<file path="src/rtl/io_pkg.sv">
// Shared I/O definitions: bus width, switch conditioner defaults, counter sizing.
// Latency: n/a (package only).
// Backpressure: n/a (package only).
package io_pkg;

  localparam int IO_WIDTH       = 32;
  localparam int SW_TICK_DIV    = 50000;
  localparam int SW_STABLE_N    = 4;
  localparam int SW_SYNC_STAGES = 2;

  // Ceiling log2; clog2(1) == 0. Loop stops at 30 so 1<<i never goes negative.
  function automatic int clog2(input int value);
    int r;
    r = 0;
    for (int i = 0; i < 31; i++) begin
      if ((1 << i) < value) r = i + 1;
    end
    return r;
  endfunction

  // Width of a counter that must hold 0..n-1, never narrower than one bit.
  function automatic int cnt_width(input int n);
    return (clog2(n) < 1) ? 1 : clog2(n);
  endfunction

endpackage

</file>
<file path="src/rtl/switch_conditioner_if.sv">
// Switch conditioner signal bundle: raw pins and clear strobe in, conditioned word out.
// Latency: n/a (wires only).
// Backpressure: none; every signal is a level or a single-cycle strobe.
// master: the side driving pins/clear (board + I/O write path); slave: the conditioner.
interface switch_conditioner_if
  import io_pkg::*;
#(
  parameter int WIDTH = IO_WIDTH
) ();

  logic [WIDTH-1:0] switch_raw;
  logic             clr_sticky;
  logic [WIDTH-1:0] switch_clean;
  logic [WIDTH-1:0] switch_changed;
  logic             change_any;
  logic [WIDTH-1:0] sticky_mask;
  logic             sample_tick;

  modport master (
    output switch_raw, clr_sticky,
    input  switch_clean, switch_changed, change_any, sticky_mask, sample_tick
  );

  modport slave (
    input  switch_raw, clr_sticky,
    output switch_clean, switch_changed, change_any, sticky_mask, sample_tick
  );

endinterface

</file>
<file path="src/rtl/switch_conditioner_debounce_bit.sv">
// One switch bit: synchroniser chain, debounce counter, clean flop and change-pulse flop.
// Latency: SYNC_STAGES cycles plus up to STABLE_N sample ticks from raw edge to clean flip.
// Backpressure: none; the bit state only advances on cycles where sample_tick is high.
// Ports: clk, reset_n; sample_tick (shared strobe); raw (async pin);
//        clean (debounced level); changed (registered pulse); changed_nxt (next value of changed).
module debounce_bit
  import io_pkg::*;
#(
  parameter int STABLE_N    = SW_STABLE_N,
  parameter int SYNC_STAGES = SW_SYNC_STAGES
) (
  input  logic clk,
  input  logic reset_n,
  input  logic sample_tick,
  input  logic raw,
  output logic clean,
  output logic changed,
  output logic changed_nxt
);

  localparam int CW = cnt_width(STABLE_N);

  logic [SYNC_STAGES-1:0] sync_q, sync_d;
  logic [CW-1:0]          cnt_q, cnt_d;
  logic                   clean_q, clean_d;
  logic                   changed_q, changed_d;
  logic                   sync_bit;

  assign sync_bit = sync_q[SYNC_STAGES-1];

  always_comb begin
    sync_d    = {sync_q[SYNC_STAGES-2:0], raw};
    cnt_d     = cnt_q;
    clean_d   = clean_q;
    changed_d = 1'b0;
    if (sample_tick) begin
      if (sync_bit == clean_q) begin
        // Any sample agreeing with the clean level discards the run so far.
        cnt_d = '0;
      end else if (cnt_q == CW'(STABLE_N - 1)) begin
        clean_d   = ~clean_q;
        cnt_d     = '0;
        changed_d = 1'b1;
      end else begin
        cnt_d = cnt_q + 1'b1;
      end
    end
  end

  always_ff @(posedge clk or negedge reset_n) begin
    if (!reset_n) begin
      sync_q    <= '0;
      cnt_q     <= '0;
      clean_q   <= 1'b0;
      changed_q <= 1'b0;
    end else begin
      sync_q    <= sync_d;
      cnt_q     <= cnt_d;
      clean_q   <= clean_d;
      changed_q <= changed_d;
    end
  end

  assign clean       = clean_q;
  assign changed     = changed_q;
  assign changed_nxt = changed_d;

endmodule

</file>
<file path="src/rtl/switch_conditioner.sv">
// Board switch conditioner: per-bit sync + debounce, change pulses and a CPU-clearable sticky mask.
// Latency: SYNC_STAGES cycles plus up to STABLE_N tick periods from raw edge to switch_clean.
// Backpressure: none; outputs are levels/strobes, clr_sticky is honoured every cycle.
// Ports: clk, reset_n (async active-low); bus.slave carries switch_raw/clr_sticky in and
//        switch_clean, switch_changed, change_any, sticky_mask, sample_tick out.
module switch_conditioner
  import io_pkg::*;
#(
  parameter int WIDTH       = IO_WIDTH,
  parameter int TICK_DIV    = SW_TICK_DIV,
  parameter int STABLE_N    = SW_STABLE_N,
  parameter int SYNC_STAGES = SW_SYNC_STAGES
) (
  input  logic                 clk,
  input  logic                 reset_n,
  switch_conditioner_if.slave  bus
);

  localparam int TCW = cnt_width(TICK_DIV);

  logic [TCW-1:0]   tick_cnt_q, tick_cnt_d;
  logic             sample_tick_q, sample_tick_d;
  logic [WIDTH-1:0] sticky_q, sticky_d;
  logic [WIDTH-1:0] clean_w;
  logic [WIDTH-1:0] changed_w;
  logic [WIDTH-1:0] changed_nxt_w;
  logic             tick_hit;

  // Free-running divider; the strobe is registered so it is glitch-free for the LED/debug pin.
  always_comb begin
    tick_hit      = (tick_cnt_q == TCW'(TICK_DIV - 1));
    tick_cnt_d    = tick_hit ? '0 : tick_cnt_q + 1'b1;
    sample_tick_d = tick_hit;
  end

  // Set wins over clear: a bit flipping in the clear cycle must not be lost.
  always_comb begin
    sticky_d = (bus.clr_sticky ? '0 : sticky_q) | changed_nxt_w;
  end

  always_ff @(posedge clk or negedge reset_n) begin
    if (!reset_n) begin
      tick_cnt_q    <= '0;
      sample_tick_q <= 1'b0;
      sticky_q      <= '0;
    end else begin
      tick_cnt_q    <= tick_cnt_d;
      sample_tick_q <= sample_tick_d;
      sticky_q      <= sticky_d;
    end
  end

  for (genvar i = 0; i < WIDTH; i++) begin : g_bit
    debounce_bit #(
      .STABLE_N    (STABLE_N),
      .SYNC_STAGES (SYNC_STAGES)
    ) u_bit (
      .clk         (clk),
      .reset_n     (reset_n),
      .sample_tick (sample_tick_q),
      .raw         (bus.switch_raw[i]),
      .clean       (clean_w[i]),
      .changed     (changed_w[i]),
      .changed_nxt (changed_nxt_w[i])
    );
  end

  assign bus.switch_clean   = clean_w;
  assign bus.switch_changed = changed_w;
  assign bus.change_any     = |changed_w;
  assign bus.sticky_mask    = sticky_q;
  assign bus.sample_tick    = sample_tick_q;

endmodule

</file>
<file path="src/flat_wrapper.sv">
// flat-port wrapper written by rule: the top's interface ports become plain ports
module switch_conditioner_flat import io_pkg::*;
#(
  parameter int WIDTH       = IO_WIDTH,
  parameter int TICK_DIV    = SW_TICK_DIV,
  parameter int STABLE_N    = SW_STABLE_N,
  parameter int SYNC_STAGES = SW_SYNC_STAGES
)
  (clk, reset_n, bus_switch_raw, bus_clr_sticky, bus_switch_clean, bus_switch_changed, bus_change_any, bus_sticky_mask, bus_sample_tick);
  switch_conditioner_if #(.WIDTH(WIDTH)) bus_i ();
  input  logic clk;
  input  logic reset_n;
  input wire logic [$bits(bus_i.switch_raw)-1:0] bus_switch_raw;
  input wire logic [$bits(bus_i.clr_sticky)-1:0] bus_clr_sticky;
  output wire logic [$bits(bus_i.switch_clean)-1:0] bus_switch_clean;
  output wire logic [$bits(bus_i.switch_changed)-1:0] bus_switch_changed;
  output wire logic [$bits(bus_i.change_any)-1:0] bus_change_any;
  output wire logic [$bits(bus_i.sticky_mask)-1:0] bus_sticky_mask;
  output wire logic [$bits(bus_i.sample_tick)-1:0] bus_sample_tick;
  assign bus_i.switch_raw = bus_switch_raw;
  assign bus_i.clr_sticky = bus_clr_sticky;
  assign bus_switch_clean = bus_i.switch_clean;
  assign bus_switch_changed = bus_i.switch_changed;
  assign bus_change_any = bus_i.change_any;
  assign bus_sticky_mask = bus_i.sticky_mask;
  assign bus_sample_tick = bus_i.sample_tick;
  switch_conditioner #(.WIDTH(WIDTH), .TICK_DIV(TICK_DIV), .STABLE_N(STABLE_N), .SYNC_STAGES(SYNC_STAGES)) u_core (.clk(clk), .reset_n(reset_n), .bus(bus_i));
endmodule
</file>
<file path="config.mk">
export PLATFORM = sky130hd
export DESIGN_NAME = switch_conditioner_flat
export DESIGN_NICKNAME = d
export VERILOG_FILES = /design/src/rtl/io_pkg.sv /design/src/rtl/switch_conditioner_if.sv /design/src/rtl/switch_conditioner_debounce_bit.sv /design/src/rtl/switch_conditioner.sv /design/src/flat_wrapper.sv
export SDC_FILE = /design/constraint.sdc
export NUM_CORES = 1
export LEC_CHECK = 0
export BUFFER_PORTS_ARGS = -buffer_cell sky130_fd_sc_hd__buf_4
export CAP_MARGIN = 20
export CORE_ASPECT_RATIO = 0.6
export CORE_UTILIZATION = 56
export DETAILED_ROUTE_END_ITERATION = 10
export MAX_ROUTING_LAYER = met4
export PLACE_DENSITY_LB_ADDON = 0.08
export SLEW_MARGIN = 10
export SYNTH_ARGS = -nofsm -noshare
export SYNTH_HDL_FRONTEND = slang
export SYNTH_HIERARCHICAL = 1
export SYNTH_SLANG_ARGS = --single-unit
</file>
<file path="constraint.sdc">
create_clock -name clk -period 3.6 [get_ports clk]
set_clock_uncertainty 0.1 [all_clocks]
set_input_delay 0.36 -clock clk [delete_from_list [all_inputs] [get_ports clk]]
set_output_delay 0.36 -clock clk [all_outputs]
set_load 0.1 [all_outputs]
</file>
Word level (Yosys, flattened, before mapping)
Cells that the tools add are included.
{ "totals": {"word_cells": 489, "ff_bits": 241, "inputBits": 35} }
{ "classes": {"reduce_logical": 33, "bitwise": 65, "addsub": 33, "eq_ne": 65, "n_mux": 162} }
{ "ops": {"columns": ["operator", "count"], "rows": [
  ["$mux 2", 64],
  ["$mux 1", 96],
  ["$reduce_and 3->1", 32],
  ["$add 2x1->2 const B", 32],
  ["$eq 2x2->1 const B", 32],
  ["$not 1->1", 64],
  ["$eq 1x1->1", 32],
  ["$mux 32", 1],
  ["$or 32x32->32", 1],
  ["$reduce_or 32->1", 1],
  ["$add 16x1->16 const B", 1],
  ["$eq 16x16->1 const B", 1],
  ["$mux 16", 1]
]} }

Logic depth before layout (Yosys ltp)
Gate-level depths: netlist of the first run.
{ "depth": {"ltp_word": 5, "ltp_mapped": 5} }

Hierarchy
The synthesis of the first run kept the hierarchy.
{ "by_module_without_submodules": {"columns": ["mod", "area_each_um2", "cells_each", "seq_area_each_um2", "instances"], "rows": [
  ["debounce_bit", 222.7, 17, 150.1, 32],
  ["switch_conditioner", 1924.3, 153, 1226.2, 1]
]} }

Worst setup path before layout of the first run
No wires, ideal clock.
{ "synth_path": {"path_type": "register to register", "startpoint": "register u_core.sample_tick_q, in the netlist u_core/bus.sample_tick", "endpoint": "register u_core.g_bit[0].u_bit.clean_q", "stages_incl_launch_ff": 3, "arrival_ns": 3.635, "setup_ns": 0.126, "path_slack_ns": -0.261, "path_cell_list": "dfrtp_1 > nand2_1 > mux2_2"} }
{ "synth_between": {"elab_chain_cells": 1} }
{ "synth_lines": {"columns": ["item", "line", "source"], "rows": [
  ["start: declaration", "switch_conditioner.sv:22", "logic sample_tick_q, sample_tick_d;"],
  ["start signal: assignment", "switch_conditioner.sv:48", "sample_tick_q <= sample_tick_d;"],
  ["$reduce_and 3->1 (no source line)", null, null],
  ["end signal: assignment", "switch_conditioner_debounce_bit.sv:59", "clean_q <= clean_d;"],
  ["end: declaration", "switch_conditioner_debounce_bit.sv:25", "logic clean_q, clean_d;"]
]} }
Every way passes these cells.
A chain may end at the register's enable or synchronous reset.

Worst setup path in the final report of the first run
{ "layout_path": {"startpoint": "register u_core.g_bit[1].u_bit.changed_q", "endpoint": "output port bus_change_any"} }
{ "layout_between": {"elab_chain_cells": 1} }
{ "layout_lines": {"columns": ["item", "line", "source"], "rows": [
  ["start: declaration", "switch_conditioner_debounce_bit.sv:26", "logic changed_q, changed_d;"],
  ["start signal: assignment", "switch_conditioner_debounce_bit.sv:60", "changed_q <= changed_d;"],
  ["$reduce_or 32->1", "switch_conditioner.sv:70", "assign bus.change_any = |changed_w;"],
  ["end: declaration", "flat_wrapper.sv:17", "output wire logic [$bits(bus_i.change_any)-1:0] bus_change_any;"]
]} }
Every way passes these cells.

==> flow_metrics.tcl, run 1 <==
set metrics [dict create \
    num_antenna_cells 0 \
    drc 9 \
    area_growth_pct 25.4 \
    path_cells "nor4_1 -> nand4_1 -> or2_2 -> buf_4" \
    required_ns 3.14 \
    drt_iter0_drc 354 \
    maxSlewViolCount 0 \
    cts_tree "yes" \
    crit_path_top_delay_cell "nor4_1" \
    initial_core_util_pct 58.2 \
    finalSetupViolCount 0 \
    antenna_found_initial 0 \
    startpoint_type "flop" \
    grt_first_pass_wirelength_mm 29.5 \
    die_area_um2 16700 \
    violations "design-rule violations" \
    clk_path_buf_depth 3 \
    synth-seq-area-share_pct 66.6 \
    port-buffer-count 132 \
    dpl.hpwl_mm 12.1 \
    finalInstanceArea_um2 11300 \
    max_freq_mhz 371 \
    hold_viol 0 \
    wl_per_cell_um 16.1 \
    grt_overflow 0 \
    cts_root_buffer "clkbuf_16" \
    setup_tns_ns 0 \
    die_w_um 166 \
    r2r_cells 3 \
    rsz0062_at_grt "false" \
    drt_first_pass_iters 9 \
    outcome "finished, violations left" \
    synth_cell_types 24 \
    pre_cts_slack_ns 1.37 \
    vias 5870 \
    power_density_nw_per_um2 449 \
    synth_area_um2 9050 \
    worst_slew_pin_slew_ns 0.708 \
    placed_area_um2 10400 \
    final_common_cell "dfrtp_1" \
    grt_max_degree 98 \
    routed.top_layer "met4" \
    whs_path_depth 0 \
    layout_common_cells "240 x dfrtp_1, 135 x buf_4, 68 x nand2_1" \
    timing.rr.start "u_core/bus.sample_tick$_DFF_PN0_" \
    placementRows 35 \
    reg2reg_setup_slack_ns 1.57 \
    worst_hold_path_type "reg -> reg" \
    met3_wirelength_um 880 \
    syn_nets 765 \
    slew_headroom_pct 52.8 \
    power.leakage_nw 5.78 \
    viasPerCell 5.34 \
    setup_slack_ns 0.901 \
    core-area_um2 15500 \
    wl_met1_mm 8.06 \
    crit_type "reg -> out" \
    total_power_w 0.00510 \
    drtAntennaViolNets 0 \
    grt_usage_pct 23.1 \
    min_from "u_core/g_bit[10].u_bit/sync_q[0]$_DFF_PN0_" \
    grt_pass1_vias 6096 \
    critPathLaunch "u_core/g_bit[1].u_bit/changed$_DFF_PN0_" \
    clkTransAtPathRegs_ns 0.06 \
    num-nets-final 955 \
    crit_arrival_ns 2.24 \
    ir_drop_uv 404 \
    ctsResizeCount 0 \
    cts.sink_count 241 \
    cts_max_level 1 \
    synth_seq_cells 241 \
    die_h_um 100 \
    wl_met2_mm 8.51 \
    period_minus_slack_ns 2.70 \
    path_max_fanout 2 \
    place_congestion 0.801 \
    numCtsBuffers 21 \
    fin_crit_sh_pct 75.0 \
    cpPeakStageDelay_ns 0.56 \
    n_fill_cell 1046 \
    drive_gt1_share_pct 22.7 \
    io_pins 133 \
    r2r-end "u_core/g_bit[16].u_bit/cnt_q[0]$_DFFE_PN0P_" \
    seq_area_um2 6030 \
    syn_avg_cell_area_um2 13.0 \
    syn_inst 697 \
    min_to "u_core/g_bit[10].u_bit/sync_q[1]$_DFF_PN0_" \
    yosys_warnings 6 \
    multiInputGateArea_um2 2760 \
    wirelength_mm 17.7 \
    crit_path_end_kind "primary output" \
    clk_latency_ns 0.49 \
    cap_violations 0 \
]
[per-stage QoR]
stage          std cells  util [%]  hold WS, ns
6_report            1100      73.0        0.247
5_1_grt             1100      73.0        0.255
4_1_cts             1100      73.0        0.246
3_5_place_dp        1034      66.6        0.235
3_3_place_gp        1034      66.6        0.231
2_1_floorplan        697         -      -0.0356
[sequential cells by signal, indices dropped and copies added, names as in the netlist]
signal                      flops
u_core/tick_cnt_q              16
u_core/g_bit.u_bit/sync_q      64
u_core/bus.sample_tick          1
u_core/g_bit.u_bit/cnt_q       64
u_core/g_bit.u_bit/changed     32
u_core/bus.sticky_mask         32
u_core/g_bit.u_bit/clean       32
[synthesized netlist by cell type]
cell type	number	share of area, %
o22ai_1	64	4.4
inv_1	66	2.7
xnor2_1	41	4.0
nand2_1	68	2.8
or2_2	1	0.069
nand3_1	5	0.28
ha_1	33	4.6
and4_1	1	0.097
nor2_1	43	1.8
nor3_1	3	0.17
dfrtp_1	241	67
or4b_4	1	0.15
nor2b_1	1	0.069
clkbuf_1	3	0.12
xor2_1	5	0.48
nor4_1	12	0.83
nor4_4	1	0.23
a21o_1	32	2.7
clkbuf_2	1	0.055
nand4_1	8	0.55
mux2_2	32	4.0
nor4b_1	1	0.097
or3b_1	32	3.1
and3_1	2	0.14
[repair_timing]
item,in CTS,in global routing
setup endpoints to repair,0,0
hold buffers,33,0
setup buffers,0,0
endpoints found under the hold margin,127,0
[metal layers]
layer,vias to the layer above,track usage (%)
met5,-,-
met4,0,5.32
met3,27,4.40
met2,132,37.5
met1,2936,30.6
li1,2775,-
[cells by family (layout without fill, tap and decap cells)]
family          after synthesis  in the layout  share of synthesized area (%)
flops                       241            241                           66.6
simple gates                179            179                           10.4
compound gates               96             96                           7.08
buf+inv                      70            270                           2.92
xor+xnor                     46             46                           4.45
fa+ha+maj                    33             33                           4.56
mux                          32             32                           3.98
[worst max-delay path by stage]
stage / end / slack, ns
after floorplan: u_core/g_bit[0].u_bit/clean$_DFFE_PN0P_ / 1.06
after global placement: bus_change_any / 1.39
after detailed placement: bus_change_any / 1.37
after CTS: bus_change_any / 0.85
after global routing: bus_change_any / 0.83
final: bus_change_any / 0.90
[cell type report]
cell class / count / area share, %
Multi-Input combinational cell: 386 / 24.3
Tap cell: 203 / 2.24
Timing Repair Buffer: 171 / 12.3
Clock buffer: 27 / 5.09
Sequential cell: 241 / 53.2
Inverter: 66 / 2.18
Clock inverter: 6 / 0.706
[critical path: cells and delay by family (launching register included)]
family / cells / cell delay (ns)
buf+inv: 1 / 0.23
flops: 1 / 0.38
simple gates: 3 / 1.14
[where the power goes]
part           internal, W  switching (W)
registers          0.00274      0.0000178
logic            0.0000672      0.0000841
clock network      0.00127       0.000917
total              0.00408        0.00102
Power figures use the tool's default switching activity.
==> run 2: changes to the inputs <==
- ABC_AREA: default -> 1
- CORE_UTILIZATION: 56 -> 57
- clock period: 3.6 -> 2.65 ns (I/O delays scaled with it)
==> run 2 against run 1 <==
The run now ends clean. Synthesized area up 10%. Utilization down 0.28 points. Setup slack lost 0.49 ns. Via count rose by 26%. Combinational power increased by 50%. Global-route usage rose by 0.26 points. Largest cell class unchanged. Highest routed layer unchanged.
==> flow_metrics.tcl, run 2 <==
set metrics [dict create \
    outcome "completed" \
    ir_drop_uv 414 \
    grt_usage_pct 23.3 \
    cts_tree "yes" \
    grt_pass1_vias 6933 \
    placementRows 37 \
    period_minus_slack_ns 2.24 \
    slew_headroom_pct 55.0 \
    dp.cells 1514 \
    yosys_warnings 6 \
    crit_path_end_kind "primary output" \
    async_flop_share_pct 100 \
    synthFlopType "dfrtp_1" \
    clk_latency_ns 0.49 \
    cts_root_buffer "clkbuf_16" \
    worst_hold_path_type "in -> reg" \
    synth_area_um2 9990 \
    netlist.area_leader.share_pct 60.3 \
    crit_type "reg -> out" \
    crit_arrival_ns 1.87 \
    initial_core_util_pct 58.3 \
    r2r_cells 4 \
    yosys-top-cells-count "447 x nand2_1, 241 x dfrtp_1, 146 x inv_1" \
    worst_slew_pin_slew_ns 0.675 \
    path_max_fanout 2 \
    cts_max_level 1 \
    power.leakage_nw 6.74 \
    die_area_um2 18100 \
    setup_tns_ns 0 \
    total_power_w 0.00723 \
    finalSetupViolCount 0 \
    clk_path_buf_depth 3 \
    final_common_cell "nand2_1" \
    fin_crit_sh_pct 84.5 \
    yosysMostFrequentCell "nand2_1" \
    wirelength_mm 19.7 \
    largestRegisters "u_core/g_bit.u_bit/cnt_q: 64 flops, u_core/g_bit.u_bit/sync_q: 64 flops" \
    min_from "bus_clr_sticky" \
    maxSlewViolCount 0 \
    synth-edff-count 0 \
    grt_overflow 0 \
    yosysTopAreaCell "dfrtp_1" \
    area_growth_pct 24.6 \
    critPathLaunch "u_core/g_bit[13].u_bit/changed$_DFF_PN0_" \
    dpl.hpwl_mm 13.3 \
    numCtsBuffers 23 \
    synth_cell_types 18 \
    drtAntennaViolNets 0 \
    syn_nets 1210 \
    synth-seq-area-share_pct 60.3 \
    core-area_um2 17100 \
    synthTopCellsByArea "dfrtp_1 60%, nand2_1 17%, inv_1 5.5%" \
    num_antenna_cells 0 \
    viasPerCell 4.67 \
    drt_first_pass_iters 5 \
    synth_seq_cells 241 \
    cap_violations 0 \
    startpoint_type "flop" \
    cts.sink_count 241 \
    die_h_um 105 \
    finalInstanceArea_um2 12500 \
    port-buffer-count 132 \
    wl_per_cell_um 12.4 \
    grt_max_degree 87 \
    place_congestion 0.844 \
    grt_first_pass_wirelength_mm 33.1 \
    reg2reg_setup_slack_ns 0.77 \
    power_density_nw_per_um2 581 \
    cp-endpoint "bus_change_any" \
    r2r-end "u_core/bus.sticky_mask[30]$_DFF_PN0_" \
    max_freq_mhz 447 \
    placed_area_um2 11400 \
    io_pins 133 \
    fin_cells 1586 \
    die_w_um 173 \
    clkTransAtPathRegs_ns 0.06 \
    antenna_found_initial 0 \
    timing.rr.start "u_core/bus.sample_tick$_DFF_PN0_" \
    postCtsSetupRepairBufs 0 \
    syn_inst 1142 \
    hold_viol 0 \
    syn_avg_cell_area_um2 8.75 \
    drt_iter0_drc 456 \
    drc 0 \
    drive_gt1_share_pct 17.9 \
    vias 7409 \
    utilization_pct 72.7 \
    rsz0062_at_grt "false" \
    layout_common_cells "447 x nand2_1, 240 x dfrtp_1, 146 x inv_1" \
    required_ns 2.29 \
    num-nets-final 1406 \
]
## run 2: worst min-delay path by stage
stage | end | slack [ns] | cells past startpoint
6_report | u_core/bus.sticky_mask[27]$_DFF_PN0_ | 0.16 | 2
5_1_grt | u_core/bus.sticky_mask[5]$_DFF_PN0_ | 0.18 | 2
4_1_cts | u_core/bus.sticky_mask[27]$_DFF_PN0_ | 0.16 | 2
3_5_place_dp | u_core/g_bit[28].u_bit/cnt_q[1]$_DFFE_PN0P_ | 0.22 | 1
3_3_place_gp | u_core/g_bit[28].u_bit/sync_q[1]$_DFF_PN0_ | 0.22 | 1
2_1_floorplan | u_core/bus.sample_tick$_DFF_PN0_ | -0.13 | 0
## run 2: worst max-delay path, stage by stage (launching register included)
cell and delay [ns]:
dfrtp_1 0.40, nor2_1 0.20, nand4_1 0.21, nor2_1 0.23, nand2_1 0.10, buf_4 0.24
## run 2: metrics by stage
stage | setup slack, ns | hold WS [ns]
floorplan | 0.292 | -0.131
global placement | 0.862 | 0.218
detailed placement | 0.815 | 0.219
CTS | 0.368 | 0.163
global route | 0.355 | 0.179
finish | 0.411 | 0.162
## run 2: logic make-up (layout without fill, tap and decap cells)
| kind of cell | after synthesis | after routing | synth area share [%] |
|---|---|---|---|
| flip-flops | 241 | 241 | 60.3 |
| adder cells (fa/ha/maj) | 33 | 33 | 4.13 |
| AND/OR/NAND/NOR | 549 | 549 | 21.1 |
| XOR/XNOR | 8 | 8 | 0.701 |
| buffers and inverters | 213 | 423 | 8.00 |
| AO/OA/AOI/OAI | 98 | 98 | 5.73 |
## run 2: power by group
part | internal (W) | leakage [nW] | switching (W) | total [W]
logic | 0.0000895 | 3.16 | 0.000136 | 0.000226
registers | 0.00373 | 3.20 | 0.0000257 | 0.00375
clock network | 0.00196 | 0.373 | 0.00130 | 0.00325
total | 0.00577 | 6.74 | 0.00146 | 0.00723
## run 2: cell type report
type                    count  area, um2
repair buffers            174       1420
well taps                 234        293
fillers                  1304       4670
flip-flops and latches    241       6030
multi-input cells         688       3160
clock buffers              34        677
inverters                 210        788
clock inverters             5       78.8
## run 2: layer usage
metal	part of all wire (%)	GRT usage, %	vias up
li1	-	-	3830
met1	50	34.8	3395
met2	44	34.5	159
met5	0	-	-
met3	4.7	3.42	25
met4	1.5	4.42	0
## run 2: repair_timing
item,CTS,global route
hold buffers,33,0
resized for setup,0,0
endpoints found under the hold margin,113,0
